==> config.mk <==
export PLATFORM = sky130hd
export DESIGN_NAME = dac_spi_multi
export DESIGN_NICKNAME = d
export VERILOG_FILES = /design/src/rtl/dac_spi_pkg.sv /design/src/rtl/dac_spi_multi_tx.sv /design/src/rtl/dac_spi_multi.sv
export SDC_FILE = /design/constraint.sdc
export NUM_CORES = 1
export LEC_CHECK = 0
export ABC_AREA = 1
export ABC_CLOCK_PERIOD_IN_PS = 4300
export CORE_AREA = 10 10 86 88
export DETAILED_ROUTE_END_ITERATION = 6
export DIE_AREA = 0 0 96 98
export PLACE_DENSITY = 0.73
export SLEW_MARGIN = 0
export SYNTH_ARGS = -nofsm -noshare
export SYNTH_HDL_FRONTEND = slang
export SYNTH_HIERARCHICAL = 1
export SYNTH_SLANG_ARGS = --single-unit
==> constraint.sdc <==
create_clock -name clk -period 4.3 [get_ports clk]
set_input_delay 0.645 -clock clk [delete_from_list [all_inputs] [get_ports clk]]
set_output_delay 0.645 -clock clk [all_outputs]
set_load 0.01 [all_outputs]
==> src/rtl/dac_spi_pkg.sv <==
// Shared definitions for the MCP49x2 multi-chip DAC SPI driver.
//   dac_state_t    : sequencer states (idle, shifting a frame, chip-select gap, LDAC pulse)
//   FRAME_BITS     : bits per SPI frame
//   HDR_*_BIT      : positions of the four header bits inside a frame
//   build_frame()  : assembles one 16-bit frame from channel select, config bits and data field
package dac_spi_pkg;

   typedef enum logic [1:0] {
      ST_IDLE  = 2'd0,
      ST_SHIFT = 2'd1,
      ST_GAP   = 2'd2,
      ST_LDAC  = 2'd3
   } dac_state_t;

   localparam int FRAME_BITS   = 16;
   localparam int FIELD_BITS   = 12;
   localparam int HDR_AB_BIT   = 15;
   localparam int HDR_BUF_BIT  = 14;
   localparam int HDR_GA_BIT   = 13;
   localparam int HDR_SHDN_BIT = 12;

   // field is the sample already left-justified into 12 bits.
   function automatic logic [FRAME_BITS-1:0] build_frame(
      input logic                  chan_b,
      input logic                  buffered,
      input logic                  gain_n,
      input logic                  shdn_n,
      input logic [FIELD_BITS-1:0] field
   );
      logic [FRAME_BITS-1:0] f;
      f                   = '0;
      f[HDR_AB_BIT]       = chan_b;
      f[HDR_BUF_BIT]      = buffered;
      f[HDR_GA_BIT]       = gain_n;
      f[HDR_SHDN_BIT]     = shdn_n;
      f[FIELD_BITS-1:0]   = field;
      return f;
   endfunction

endpackage

==> src/rtl/dac_spi_multi_tx.sv <==
// spi_shift_tx: serialises one 16-bit word, SPI mode 0, MSB first.
//   clk, reset : clock, synchronous active-high reset
//   load       : one-cycle pulse; captures word and starts shifting on the next cycle
//   word       : frame to send
//   sclk, mosi : SPI clock (idles low) and data
//   done       : high during the final cycle of the last high phase
// Each bit is SCLK_DIV cycles low then SCLK_DIV cycles high; the register shifts
// at the end of a high phase so mosi only ever moves together with a falling sclk.
module spi_shift_tx
   import dac_spi_pkg::*;
#(
   parameter int SCLK_DIV = 1
) (
   input  logic                  clk,
   input  logic                  reset,
   input  logic                  load,
   input  logic [FRAME_BITS-1:0] word,
   output logic                  sclk,
   output logic                  mosi,
   output logic                  done
);

   localparam int             DW       = (SCLK_DIV > 1) ? $clog2(SCLK_DIV) : 1;
   localparam logic [DW-1:0]  DIV_LAST = DW'(SCLK_DIV - 1);
   localparam int             BW       = $clog2(FRAME_BITS);
   localparam logic [BW-1:0]  BIT_LAST = BW'(FRAME_BITS - 1);

   logic [FRAME_BITS-1:0] shreg;
   logic [DW-1:0]         div_cnt;
   logic [BW-1:0]         bit_cnt;
   logic                  active;
   logic                  high;
   logic                  phase_end;

   assign phase_end = active && (div_cnt == DIV_LAST);
   assign done      = phase_end && high && (bit_cnt == BIT_LAST);
   assign sclk      = active && high;
   assign mosi      = active && shreg[FRAME_BITS-1];

   always_ff @(posedge clk) begin
      if (reset) begin
         shreg   <= '0;
         div_cnt <= '0;
         bit_cnt <= '0;
         active  <= 1'b0;
         high    <= 1'b0;
      end else if (load) begin
         shreg   <= word;
         div_cnt <= '0;
         bit_cnt <= '0;
         active  <= 1'b1;
         high    <= 1'b0;
      end else if (active) begin
         if (phase_end) begin
            div_cnt <= '0;
            if (!high) begin
               high <= 1'b1;
            end else begin
               high <= 1'b0;
               if (bit_cnt == BIT_LAST) begin
                  active  <= 1'b0;
                  bit_cnt <= '0;
                  shreg   <= '0;
               end else begin
                  bit_cnt <= bit_cnt + BW'(1);
                  shreg   <= {shreg[FRAME_BITS-2:0], 1'b0};
               end
            end
         end else begin
            div_cnt <= div_cnt + DW'(1);
         end
      end
   end

endmodule

==> src/rtl/dac_spi_multi.sv <==
// dac_spi_multi: drives one or more MCP49x2 DACs on a shared SCLK/MOSI bus.
//   clk, reset : clock, synchronous active-high reset
//   in_valid   : sample offered
//   in_ready   : idle; a sample is taken when in_valid && in_ready
//   in_data    : channel c at [c*DATA_BITS +: DATA_BITS]
//   in_mask    : per-channel send enable, captured with in_data
//   cs_n       : per-chip select, active low (channel c -> chip c/2)
//   sclk, mosi : SPI mode 0, MSB first
//   ldac_n     : shared latch pulse after the last frame, active low
//   busy       : !in_ready
// Handshake: in_ready is high only in IDLE; a sample transfers on a clock edge
// where in_valid && in_ready. An all-zero mask is consumed without any bus activity.
// Every frame is followed by a CS_GAP window, then the next enabled channel in
// ascending order, and after the last gap a single LDAC pulse (if enabled).
module dac_spi_multi
   import dac_spi_pkg::*;
#(
   parameter int CHANNELS    = 2,
   parameter int DATA_BITS   = 12,
   parameter int SCLK_DIV    = 1,
   parameter int CS_GAP      = 1,
   parameter int LDAC_CYCLES = 1,
   parameter bit BUFFERED    = 1'b1,
   parameter bit GAIN_N      = 1'b1,
   parameter bit SHDN_N      = 1'b1,
   localparam int NUM_CHIPS  = CHANNELS / 2
) (
   input  logic                          clk,
   input  logic                          reset,
   input  logic                          in_valid,
   output logic                          in_ready,
   input  logic [CHANNELS*DATA_BITS-1:0] in_data,
   input  logic [CHANNELS-1:0]           in_mask,
   output logic [NUM_CHIPS-1:0]          cs_n,
   output logic                          sclk,
   output logic                          mosi,
   output logic                          ldac_n,
   output logic                          busy
);

   localparam int            CIW       = $clog2(CHANNELS);
   localparam int            CNT_MAX   = (CS_GAP > LDAC_CYCLES) ? CS_GAP : LDAC_CYCLES;
   localparam int            CW        = $clog2(CNT_MAX + 1);
   localparam logic [CW-1:0] GAP_LAST  = CW'(CS_GAP - 1);
   localparam logic [CW-1:0] LDAC_LAST = CW'((LDAC_CYCLES > 0) ? LDAC_CYCLES - 1 : 0);

   dac_state_t                  state, state_n;
   logic [CHANNELS*DATA_BITS-1:0] data_q;
   logic [CHANNELS-1:0]         pending;   // enabled channels not yet sent
   logic [CIW-1:0]              chan;      // channel currently on the bus
   logic [CW-1:0]               cnt;       // gap / LDAC width counter

   logic [CHANNELS-1:0]           sel_mask;
   logic [CHANNELS*DATA_BITS-1:0] sel_data;
   logic [CIW-1:0]                sel_idx;
   logic [DATA_BITS-1:0]          sel_sample;
   logic [FIELD_BITS-1:0]         field;
   logic [FRAME_BITS-1:0]         frame_word;
   logic [CHANNELS-1:0]           remaining;
   logic                          load;
   logic                          tx_done;

   // The next frame is chosen from the live inputs on the accept cycle and from
   // the captured sample during the gap, so the shifter loads on the same edge
   // that enters SHIFT.
   always_comb begin
      sel_mask = (state == ST_IDLE) ? in_mask : pending;
      sel_data = (state == ST_IDLE) ? in_data : data_q;
      sel_idx  = '0;
      for (int i = CHANNELS - 1; i >= 0; i--) begin
         if (sel_mask[i]) sel_idx = CIW'(i);
      end
      sel_sample = sel_data[int'(sel_idx)*DATA_BITS +: DATA_BITS];
      field      = FIELD_BITS'(sel_sample) << (FIELD_BITS - DATA_BITS);
      frame_word = build_frame(sel_idx[0], BUFFERED, GAIN_N, SHDN_N, field);
      remaining  = sel_mask & ~(CHANNELS'(1) << sel_idx);
   end

   always_comb begin
      state_n = state;
      load    = 1'b0;
      case (state)
         ST_IDLE: begin
            if (in_valid && (sel_mask != '0)) begin
               load    = 1'b1;
               state_n = ST_SHIFT;
            end
         end
         ST_SHIFT: begin
            if (tx_done) state_n = ST_GAP;
         end
         ST_GAP: begin
            if (cnt == GAP_LAST) begin
               if (pending != '0) begin
                  load    = 1'b1;
                  state_n = ST_SHIFT;
               end else if (LDAC_CYCLES > 0) begin
                  state_n = ST_LDAC;
               end else begin
                  state_n = ST_IDLE;
               end
            end
         end
         ST_LDAC: begin
            if (cnt == LDAC_LAST) state_n = ST_IDLE;
         end
         default: state_n = ST_IDLE;
      endcase
   end

   always_comb begin
      in_ready = (state == ST_IDLE) && !reset;
      busy     = !in_ready;
      ldac_n   = (state != ST_LDAC);
      cs_n     = '1;
      for (int k = 0; k < NUM_CHIPS; k++) begin
         cs_n[k] = !((state == ST_SHIFT) && ((int'(chan) >> 1) == k));
      end
   end

   always_ff @(posedge clk) begin
      if (reset) begin
         state   <= ST_IDLE;
         cnt     <= '0;
         pending <= '0;
         chan    <= '0;
         data_q  <= '0;
      end else begin
         state <= state_n;
         // The counter restarts on every state change, so it reloads at its
         // terminal count instead of wrapping.
         if (state_n != state)
            cnt <= '0;
         else if (state == ST_GAP || state == ST_LDAC)
            cnt <= cnt + CW'(1);
         if (load) begin
            pending <= remaining;
            chan    <= sel_idx;
            if (state == ST_IDLE) data_q <= in_data;
         end
      end
   end

   spi_shift_tx #(
      .SCLK_DIV (SCLK_DIV)
   ) u_tx (
      .clk   (clk),
      .reset (reset),
      .load  (load),
      .word  (frame_word),
      .sclk  (sclk),
      .mosi  (mosi),
      .done  (tx_done)
   );

endmodule

After elaboration in Yosys (flattened, before gate mapping)
Index checks and enable logic that the tools add are counted.

$add $sub $neg: 3. $mul: 1. Equal/unequal tests: 6. Shift-type cells: 2. Muxes and demuxes: 27. Bitwise logic cells: 3. Reduce and logical (&&, ||, !) cells: 22.

Operators with widths (count): 2-to-1 mux 16 bit (5); 2-to-1 mux 24 bit (1); variable part select 24 x 6 -> 12 bit (1); 2-to-1 mux 1 bit (12); 2-to-1 mux 2 bit (6); nonzero test 2 bit (5); case mux 2 bit (4 select lines) (1); logical AND 1 bit (7); AND reduction 3 bit (2); adder 4 x 1 -> 4 bit, second input constant (1); equality test 2 bit, second input constant (2); equality test 4 bit, second input constant (1); 2-to-1 mux 4 bit (1); OR reduction 2 bit (2); logical NOT 1 bit (3); multiplier 1 x 2 -> 3 bit, second input constant (1); adder 1 bit, second input constant (2); AND 2 bit (1); equality test 2 x 1 -> 1 bit, second input constant (1); logical NOT 2 bit (1); != test 2 bit (1); != test 2 bit, second input constant (1); NOT 2 bit (1); case mux 1 bit (2 select lines) (1); other kinds (4) (4).

Register bits: 52. Bits of input ports: 29. Word-level logic and storage cells: 73.

Longest topological paths before layout
Gate-level depths: netlist of run 1.

Word-level depth: 8. Mapped depth: 13. Mapped depth without buffers: 12.

Cells and area by module
The synthesis of run 1 kept the hierarchy.

Modules (own cells, without submodules): dac_spi_multi (times used 1, cells each 304, area an instance 1810.5 µm², seq. area each 580.6 µm²); spi_shift_tx (times used 1, cells each 164, area an instance 1206.2 µm², seq. area each 460.4 µm²).

Worst setup path after synthesis of run 1
OpenSTA, ideal clock, no wires.

Kind: input port to flip-flop. Start: in in_mask[0]. End: reg u_tx.shreg[11]. Setup time: 0.128 ns. Arrival: 1.674 ns. Path slack: 2.498 ns. Stages on the path: 11. Path buffers: 2. Cell sequence: inv_1 nand2_1 nand2_1 nand2_2 nand2_4 nand2_1 buf_2 buf_2 nand2_1 a21boi_0 a21oi_1.

Cells in the longest elaborated chain, start to end: 7. Elaborated cells on any way between the ends: 13. Those cells by class: mul: 1; shift: 1; mux: 5; reduce/logical: 6.

RTL lines: from (decl) (line dac_spi_multi.sv:33) `input logic [CHANNELS-1:0] in_mask,`; 2-to-1 mux 2 bit (*) (line dac_spi_multi.sv:67) `sel_mask = (state == ST_IDLE) ? in_mask : pending;`; nonzero test 2 bit (*) (line dac_spi_multi.sv:84) `if (in_valid && (sel_mask != '0)) begin`; logical AND 1 bit (*) (line dac_spi_multi.sv:84); 2-to-1 mux 1 bit (*) (line dac_spi_multi.sv:84); case mux 1 bit (2 select lines) (*) (line dac_spi_multi.sv:82) `case (state)`; net load (line dac_spi_multi.sv:60) `logic load;`; nonzero test 2 bit (no source line); AND reduction 3 bit (no source line); to (signal assigned) (line dac_spi_multi_tx.sv:48) `shreg <= word;`; to (signal assigned) (line dac_spi_multi_tx.sv:66) `shreg <= {shreg[FRAME_BITS-2:0], 1'b0};`; to (decl) (line dac_spi_multi_tx.sv:28) `logic [FRAME_BITS-1:0] shreg;`.

Mark *: on every way through the listed nets, which the timed path passes. The rest lies on a longest branch. A chain may end at the register's enable or synchronous reset.

Final worst setup path of run 1
Start: reg state[0]. End: reg u_tx.high.

Cells in the longest elaborated chain, start to end: 7. Elaborated cells on any way between the ends: 8. Those cells by class: eq/ne: 1; mux: 3; reduce/logical: 4.

RTL lines: from (decl) (line dac_spi_multi.sv:47) `dac_state_t state, state_n;`; from (signal assigned) (line dac_spi_multi.sv:129) `state <= state_n;`; logical NOT 2 bit (line dac_spi_multi.sv:67, dac_spi_multi.sv:82); 2-to-1 mux 2 bit (line dac_spi_multi.sv:67); nonzero test 2 bit (line dac_spi_multi.sv:84); logical AND 1 bit (line dac_spi_multi.sv:84); 2-to-1 mux 1 bit (line dac_spi_multi.sv:84); case mux 1 bit (2 select lines) (*) (line dac_spi_multi.sv:82); net load (line dac_spi_multi.sv:60); OR reduction 2 bit (no source line) (*); to (signal assigned) (line dac_spi_multi_tx.sv:52) `high <= 1'b0;`; to (signal assigned) (line dac_spi_multi_tx.sv:57) `high <= 1'b1;`; to (signal assigned) (line dac_spi_multi_tx.sv:59) `high <= 1'b0;`; to (decl) (line dac_spi_multi_tx.sv:32) `logic high;`.

Marks and branches as above.

==> results of run 1 <==
==> cell type report <==
cell class              count  area, sq um  share of cell area [%]
inverters                  60          230                    6.83
well taps                  75         93.8                    2.78
multi-input cells         329         1530                    45.3
clock buffers               6         72.6                    2.15
repair buffers             38          370                    11.0
flip-flops and latches     52         1040                    30.9
clock inverters             2         35.0                    1.04
==> placed cells by master (no fill, tap or decap), drive strengths merged <==
master	count
a21boi	14
a21oi	46
a31oi	1
buf	4
bufinv	1
clkbuf	6
clkdlybuf4s50	34
clkinv	3
conb	3
dfxtp	52
ha	1
inv	58
nand2	127
nand3	51
nor2	50
nor3	3
o211ai	1
o21ai	30
o21bai	1
xor2	1
==> per-layer routing <==
layer | GRT usage [%] | share of wire [%] | up-vias
met2 | 24.5 | 49 | 41
li1 | - | - | 1505
met3 | 3.60 | 3.5 | 4
met1 | 17.6 | 47 | 1273
met5 | 0 | 0 | -
met4 | 3.97 | 0.76 | 0
==> power groups by stage <==
stage | registers, uW | clock network (uW) | logic [uW]
after global routing | 757 | 360 | 1390
final | 742 | 338 | 1190
after floorplan | 738 | 0 | 1040
after CTS | 743 | 344 | 1190
after detailed placement | 755 | 0 | 1190
after global placement | 748 | 0 | 1160
==> cells in the mapped netlist (2+ instances only) <==
| cell type | instances |
|---|---|
| buf_6 | 10 |
| nand3_1 | 47 |
| a21oi_1 | 45 |
| inv_2 | 3 |
| buf_4 | 3 |
| o21ai_0 | 28 |
| a21boi_1 | 5 |
| inv_1 | 55 |
| a21boi_0 | 9 |
| clkbuf_1 | 6 |
| nand2_2 | 3 |
| nand2_1 | 123 |
| buf_2 | 8 |
| dfxtp_1 | 52 |
| nor2_1 | 49 |
| nand3_2 | 3 |
| nor3_1 | 3 |
| o21ai_1 | 2 |
==> sequential cells by signal (all words and copies together) (netlist names) <==
name,count
u_tx/high,1
u_tx/active,1
u_tx/bit_cnt,4
u_tx/shreg,16
u_tx/div_cnt,1
state,2
cnt,1
pending,2
data_q,24
==> per-stage QoR <==
stage / setup WS (ps) / instance area [sq um] / hold WS [ps]
after global routing: 782 / 3370 / 508
after CTS: 1210 / 3370 / 487
after global placement: 1270 / 3260 / 469
final: 1240 / 3370 / 485
after floorplan: 2500 / 3020 / 450
after detailed placement: 1170 / 3260 / 475
==> worst paths after layout <==
| check | slack [ps] | startpoint | endpoint |
|---|---|---|---|
| worst max-delay path | 1240 | state[0]$_SDFF_PP0_ | u_tx/high$_SDFFE_PP0P_ |
| worst min-delay path | 480 | u_tx/shreg[0]$_SDFFE_PP0P_ | u_tx/shreg[0]$_SDFFE_PP0P_ |
| worst max register to register | 1240 | state[0]$_SDFF_PP0_ | u_tx/high$_SDFFE_PP0P_ |
| worst min register to register | 480 | u_tx/shreg[0]$_SDFFE_PP0P_ | u_tx/shreg[0]$_SDFFE_PP0P_ |
==> cells by family (layout without fill, tap and decap cells) <==
group | count (synthesis) | in the layout | share of synthesized area, %
DFF | 52 | 52 | 34.5
and+or+nand+nor | 231 | 231 | 32.5
buffers and inverters | 89 | 106 | 15.1
AOI/OAI and AO/OA | 93 | 93 | 17.0
xor gates and xnor gates | 1 | 1 | 0.290
adders and majority gates | 1 | 1 | 0.415
other | 1 | 3 | 0.124
==> worst max-delay path, delay by kind of cell, from the launching register on <==
family                 cells  cell delay [ps]
AND/OR/NAND/NOR            8             1740
buffers and inverters      3              830
flip-flops                 1              390
==> flow_summary.toml, run 1 <==
[clock_tree]
hold_buffers = 0
post-cts-setup-buffers = 0
clkLatencyLatePin_ps = 310
cts_max_path_buffers = 2
clock-sinks = 52
cts_tree = "yes"
cts_root_buffer = "clkbuf_8"
cts_max_level = 2
path_clk_slew_ps = 100
ctsResizeCount = 0
cts_buffers = 5

[min_path]
hp-class = "reg -> reg"
hold_depth = 2

[yosys]
synth_area_leaders = "dfxtp_1, nand2_1, nand3_1, a21oi_1, inv_1"
syn_inst = 468
synth_cell_types = 32
syn_avg_cell_area_sq_um = 6.45
synthArstFlopShare_pct = 0
yosysTopAreaCell = "dfxtp_1"
synth-main-ff-cell = "dfxtp_1"
synth_edf_count = 0
ys_seq_area_share_pct = 34.5
synth_top_area_share_pct = 34.5
ys_seq_elements = 52
netlist_area_sq_mm = 0.00302
ys_warn_count = 6

[grt]
grt_pass1_wl_microns = 11500
grt_pass1_vias = 2637
antenna_found_initial = 0
grt_usage_pct = 14.5
grt.overflow.total = 0
grt_max_degree = 54

[power_and_ir_drop]
p_leak_uw = 0.00152
peakVddDrop_mv = 0.374
pwr-share-clk_pct = 14.9
switching_share_pct = 44.5
p_sw_uw = 1010
total_power_uw = 2270
power.share.sequential_pct = 32.7
powerDensity_mw_per_mm2 = 674
p_comb_share_pct = 52.4
internal_power_uw = 1260

[job]
drv_cap = 0

[drt]
via_count = 2823
drt_iter0_markers = 191
routed_wl_microns = 6600
drc = 0
routed_via_density = 5.02
drtAntennaViolNets = 0
routedWlPerCell_microns = 11.7
firstDrtPassIters = 5

[sta]
finalSetupTns_ps = 0
worst_pin_slew_ps = 772
max_freq_mhz = 327
hold_violations = 0
slew_viol_final = 0
max_slew_margin_pct = 48.2
skew_ps = 10.2
rsz0062_at_grt = "no"
min_period_ps = 3060
setup_viol = 0
period_share_pct = 71.1

[setup_path]
cp-end-kind = "flop"
crit_chain = "nor2_2 > buf_4 > nand2_1 > nand2_1 > nand2_2 > nand2_4 > nand2_1 > buf_4 > nor2_1 > inv_1 > nor3_1"
cp_max_fo = 53
slowest_stage = "nand2_1"
worstPathRequired_ps = 4530
crit_top_cell = "nand2_1"
startpoint_type = "flop"
path_class = "reg -> reg"
max_stage_delay_ps = 460
reg2reg_depth = 11
cp.arrival_ps = 3290

[floorplan]
top_level_ports = 35
initial_utilization_pct = 52.5
dieArea_sq_mm = 0.00941
row_count = 28
die_y_microns = 98
core_area_sq_mm = 0.00575
dieWidth_microns = 96

[layout]
fillers = 575
syn_to_final_growth_pct = 11.7
drive_above_1_share_pct = 5.34
fin_nets = 516
final_cells = 562
post-route-util_pct = 58.6
n_antenna_cell = 0

[outcome]
status = "completed"

[place]
numPlacedInstances = 554
dp_hpwl_microns = 4480
io_buffers = 34
place.gp.congestion = 0.787
(Power assumes the default switching activity.)
==> inputs of run 2 (changes only) <==
--- a/config.mk
+++ b/config.mk
@@ -6,10 +6,10 @@
 export NUM_CORES = 1
 export LEC_CHECK = 0
 export ABC_AREA = 1
-export ABC_CLOCK_PERIOD_IN_PS = 4300
-export CORE_AREA = 10 10 86 88
+export ABC_CLOCK_PERIOD_IN_PS = 2500
+export CORE_AREA = 10 10 88 90
 export DETAILED_ROUTE_END_ITERATION = 6
-export DIE_AREA = 0 0 96 98
+export DIE_AREA = 0 0 98 100
 export PLACE_DENSITY = 0.73
 export SLEW_MARGIN = 0
 export SYNTH_ARGS = -nofsm -noshare
==> constraint.sdc (replaced) <==
create_clock -name clk -period 2.5 [get_ports clk]
set_input_delay 0.375 -clock clk [delete_from_list [all_inputs] [get_ports clk]]
set_output_delay 0.375 -clock clk [all_outputs]
set_load 0.01 [all_outputs]
==> run 2 against run 1 <==
Against the previous run:
- core utilization decreased by 3.4 points
- sequential cell count did not move
- clock power increased by 51%
- largest cell class unchanged
- critical path type is now reg -> out
- routed wire length grew 2.9%
- largest power group unchanged
- non-clock buffer count grew 4
==> flow_summary.toml, run 2 (synthesis results as in run 1) <==
[drt]
routed_wl_microns = 6790
drc = 0
routedWlPerCell_microns = 12.0
drtAntennaViolNets = 0
routed_via_density = 4.97
firstDrtPassIters = 4
drt_iter0_markers = 181
via_count = 2822

[power_and_ir_drop]
power.share.sequential_pct = 33.0
peakVddDrop_mv = 0.592
internal_power_uw = 2120
powerDensity_mw_per_mm2 = 1140
pwr-share-clk_pct = 13.1
switching_share_pct = 45.4
total_power_uw = 3870
p_leak_uw = 0.00154
p_sw_uw = 1760
p_comb_share_pct = 53.8

[layout]
final_cells = 568
fillers = 619
n_antenna_cell = 0
fin_nets = 520
layout_commonest_cell = "nand2_1"
finalInstanceArea_sq_mm = 0.00339
regMostFlops = "data_q"
drive_above_1_share_pct = 6.31
most-common-layout-cells = "nand2_1, inv_1, dfxtp_1"
largest_register_ffs = 24
syn_to_final_growth_pct = 12.3
reg.largest.list = "data_q x24, u_tx/shreg x16, u_tx/bit_cnt x4"

[setup_path]
crit_chain = "inv_2 > nand2_2 > nor2_1 > inv_1 > clkdlybuf4s50_1"
cp_max_fo = 7
cp-end-kind = "output port"
crit_family = "buffers and inverters"
cp.buffers_inverters = 3
worstPathRequired_ps = 2120
startpoint_type = "flop"
max_stage_delay_ps = 520
slowest_stage = "clkdlybuf4s50_1"
path_class = "reg -> out"
cp.arrival_ps = 1670

[floorplan]
top_level_ports = 35
dieWidth_microns = 98
core_area_sq_mm = 0.00613
dieArea_sq_mm = 0.00980
row_count = 29
die_y_microns = 100
initial_utilization_pct = 49.2

[place]
io_buffers = 34
place.gp.congestion = 0.826
dp_hpwl_microns = 4680
numPlacedInstances = 560
placed_area_sq_mm = 0.00329
pre_cts_ws_ps = 448

[grt]
grt_max_degree = 53
grt_pass1_wl_microns = 11500
grt_pass1_vias = 2631
grt_use_met1_pct = 16.1
grt.overflow.total = 0
busiest_layer = "met2"
met3_usage_pct = 3.09
grt_usage_pct = 13.5
met2_usage_pct = 23.6
antenna_found_initial = 0

[sta]
max_freq_mhz = 489
rsz0062_at_grt = "no"
setup_viol = 0
layout_setup_ws_ps = 455
period_share_pct = 81.8
finalSetupTns_ps = 0
min_period_ps = 2050
slew_viol_final = 0
skew_ps = 9.09
hold_violations = 0

[clock_tree]
clock-sinks = 52
cts_max_path_buffers = 2
path_clk_slew_ps = 100
hold_buffers = 0
post-cts-setup-buffers = 0
ctsResizeCount = 0
cts_max_level = 2
clkLatencyLatePin_ps = 310
cts_root_buffer = "clkbuf_8"
cts_buffers = 5
cts_tree = "yes"

[job]
drv_cap = 0

[outcome]
status = "completed"

[min_path]
hp-class = "reg -> reg"
-- run 2: final timing paths --
kind / from / to / slack, ps / cells after the start
worst max register to register: state[0]$_SDFF_PP0_ / u_tx/shreg[2]$_SDFFE_PP0P_ / 520 / 9
worst max-delay path: state[0]$_SDFF_PP0_ / busy / 450 / 5
worst min-delay path: u_tx/bit_cnt[1]$_SDFFE_PP0P_ / u_tx/bit_cnt[1]$_SDFFE_PP0P_ / 490 / 2
worst min register to register: u_tx/bit_cnt[1]$_SDFFE_PP0P_ / u_tx/bit_cnt[1]$_SDFFE_PP0P_ / 490 / 2
-- run 2: worst min-delay path, cell delays in order, from the launching register on --
cell	delay, ps
dfxtp_1	340
nand2_1	60
a21oi_1	50
-- run 2: metrics by stage --
step                      utilization (%)  hold slack, ps
after global placement               53.7             469
after global routing                 55.2             524
after floorplan                         -             444
after CTS                            55.2             489
final                                55.2             492
after detailed placement             53.7             476
-- run 2: layer usage --
metal / part of all wire [%] / wire length [microns] / vias to the layer above
met4: 0.90 / 61 / 0
li1: - / - / 1513
met1: 48 / 3230 / 1261
met2: 48 / 3280 / 43
met3: 3.3 / 223 / 5
met5: 0 / 0 / -
-- run 2: area by class of cell --
class | instances | area [sq um] | area share, %
Tap cell | 77 | 96.3 | 2.84
Multi-Input combinational cell | 329 | 1530 | 45.1
Clock buffer | 6 | 82.6 | 2.44
Timing Repair Buffer | 42 | 400 | 11.8
Sequential cell | 52 | 1040 | 30.7
Clock inverter | 2 | 10.0 | 0.296
Inverter | 60 | 230 | 6.80
-- run 2: power groups by stage --
stage / clock network [uW] / registers, uW / logic, uW
floorplan: 0 / 1270 / 1790
global placement: 0 / 1290 / 2030
detailed placement: 0 / 1300 / 2090
CTS: 517 / 1280 / 2100
global route: 548 / 1310 / 2400
finish: 509 / 1280 / 2080
==> inputs of run 3 (changes only) <==
--- a/config.mk
+++ b/config.mk
@@ -6,10 +6,10 @@
 export NUM_CORES = 1
 export LEC_CHECK = 0
 export ABC_AREA = 1
-export ABC_CLOCK_PERIOD_IN_PS = 2500
-export CORE_AREA = 10 10 88 90
+export ABC_CLOCK_PERIOD_IN_PS = 2000
+export CORE_AREA = 10 10 86 88
 export DETAILED_ROUTE_END_ITERATION = 6
-export DIE_AREA = 0 0 98 100
+export DIE_AREA = 0 0 96 98
 export PLACE_DENSITY = 0.73
 export SLEW_MARGIN = 0
 export SYNTH_ARGS = -nofsm -noshare
==> constraint.sdc (replaced) <==
create_clock -name clk -period 2 [get_ports clk]
set_input_delay 0.3 -clock clk [delete_from_list [all_inputs] [get_ports clk]]
set_output_delay 0.3 -clock clk [all_outputs]
set_load 0.01 [all_outputs]
==> run 3 against run 2 <==
Against the previous run:
- non-clock buffer count is 2 higher
- design area rose by 0.96%
- clock power is 37% higher
- worst hold slack better by 1.9 ps
- clock-buffer cell count fell by 1
- routed wire length fell by 0.41%
- global-route usage grew 0.89 points
==> flow_summary.toml, run 3 (synthesis results as in run 1) <==
[sta]
finalSetupTns_ps = 0
skew_ps = 7.61
setup_viol = 0
max_freq_mhz = 535
period_share_pct = 93.5
rsz0062_at_grt = "no"
slew_viol_final = 0
hold_violations = 0
max_slew_margin_pct = 65.8
worst_pin_slew_ps = 513
min_period_ps = 1870

[power_and_ir_drop]
peakVddDrop_mv = 0.794
powerDensity_mw_per_mm2 = 1450
total_power_uw = 4950
p_leak_uw = 0.00155

[grt]
grt_pass1_wl_microns = 11400
antenna_found_initial = 0
grt_usage_pct = 14.4
grt_max_degree = 53
grt_pass1_vias = 2570
grt.overflow.total = 0

[drt]
drt_iter0_markers = 150
via_count = 2815
routed_via_density = 4.97
drtAntennaViolNets = 0
routed_wl_microns = 6760
routedWlPerCell_microns = 11.9
drc = 0
firstDrtPassIters = 4

[floorplan]
dieArea_sq_mm = 0.00941
die_y_microns = 98
initial_utilization_pct = 52.5
row_count = 28
top_level_ports = 35
core_area_sq_mm = 0.00575
dieWidth_microns = 96

[clock_tree]
path_clk_slew_ps = 90
cts_buffers = 5
clkLatencyLatePin_ps = 310
post-cts-setup-buffers = 0
cts_root_buffer = "clkbuf_8"
clock-sinks = 52
cts_max_level = 2
cts_max_path_buffers = 2
cts_tree = "yes"

[place]
place.gp.congestion = 0.807
io_buffers = 34
dp_hpwl_microns = 4760

[setup_path]
ff2ff_setup_slack_ps = 230
worstPathRequired_ps = 1700
path_class = "reg -> out"
cp-end-kind = "output port"
cp_max_fo = 7
cp.arrival_ps = 1570
startpoint_type = "flop"

[layout]
largest_register_ffs = 24
layout_commonest_cell = "nand2_1"
multi_input_area_sq_mm = 0.00153
syn_to_final_growth_pct = 13.4
drive_above_1_share_pct = 6.52
fillers = 611
regArea_sq_mm = 0.00104
n_antenna_cell = 0
fin_nets = 522
reg.largest.list = "data_q x24, u_tx/shreg x16, u_tx/bit_cnt x4"
most-common-layout-cells = "nand2_1, inv_1, dfxtp_1"
regMostFlops = "data_q"

[job]
drv_cap = 0

[min_path]
hp-class = "reg -> reg"

[outcome]
status = "completed"
## run 3: timing repair
action | CTS | global route
hold buffers | 0 | 0
resized for setup | 0 | 1
hold endpoints to repair | 0 | 0
endpoints found under the setup margin | 0 | 2
## run 3: per-stage QoR
step | utilization, % | hold slack (ps) | setup slack (ps) | cells | cell area [sq um]
2_1_floorplan | - | 369 | 292 | 470 | 3020
4_1_cts | 59.5 | 493 | 45.2 | 566 | 3420
6_report | 59.5 | 493 | 131 | 566 | 3420
5_1_grt | 59.5 | 521 | 27.9 | 566 | 3420
3_5_place_dp | 57.8 | 480 | 108 | 560 | 3320
3_3_place_gp | 57.8 | 471 | 172 | 560 | 3320
## run 3: final timing paths
path              depth (start not counted)                    startpoint                            to
setup / recovery                          4           state[1]$_SDFF_PP0_                      in_ready
hold / removal                            2  u_tx/bit_cnt[2]$_SDFFE_PP0P_  u_tx/bit_cnt[2]$_SDFFE_PP0P_
setup reg to reg                          9           state[0]$_SDFF_PP0_       data_q[21]$_SDFFE_PP0P_
hold reg to reg                           2  u_tx/bit_cnt[2]$_SDFFE_PP0P_  u_tx/bit_cnt[2]$_SDFFE_PP0P_
## run 3: report_power, final
group,switching [uW],leakage (uW),internal [uW]
clock network,336,0.0000501,360
registers,155,0.000426,1450
logic,1680,0.00107,968
## run 3: area by class of cell
type	count	area share [%]
clock buffer	5	2.01
clock inverter	1	0.878
inverter	60	6.73
multi-input combinational	329	44.6
sequential	52	30.5
tap	75	2.74
timing repair buffer	44	12.5
## run 3: metal layers
metal	track usage, %	vias to the layer above	part of all wire [%]
li1	-	1520	-
met1	19.0	1248	47
met2	22.1	38	48
met3	3.75	9	3.7
met4	4.65	0	1.5
met5	0	-	0
## run 3: critical path, cell delays in order, from the launching register on
cell and delay (ps):
dfxtp_1 350, inv_2 120, nand2_2 100, nor2_1 130
clkdlybuf4s50_1 560
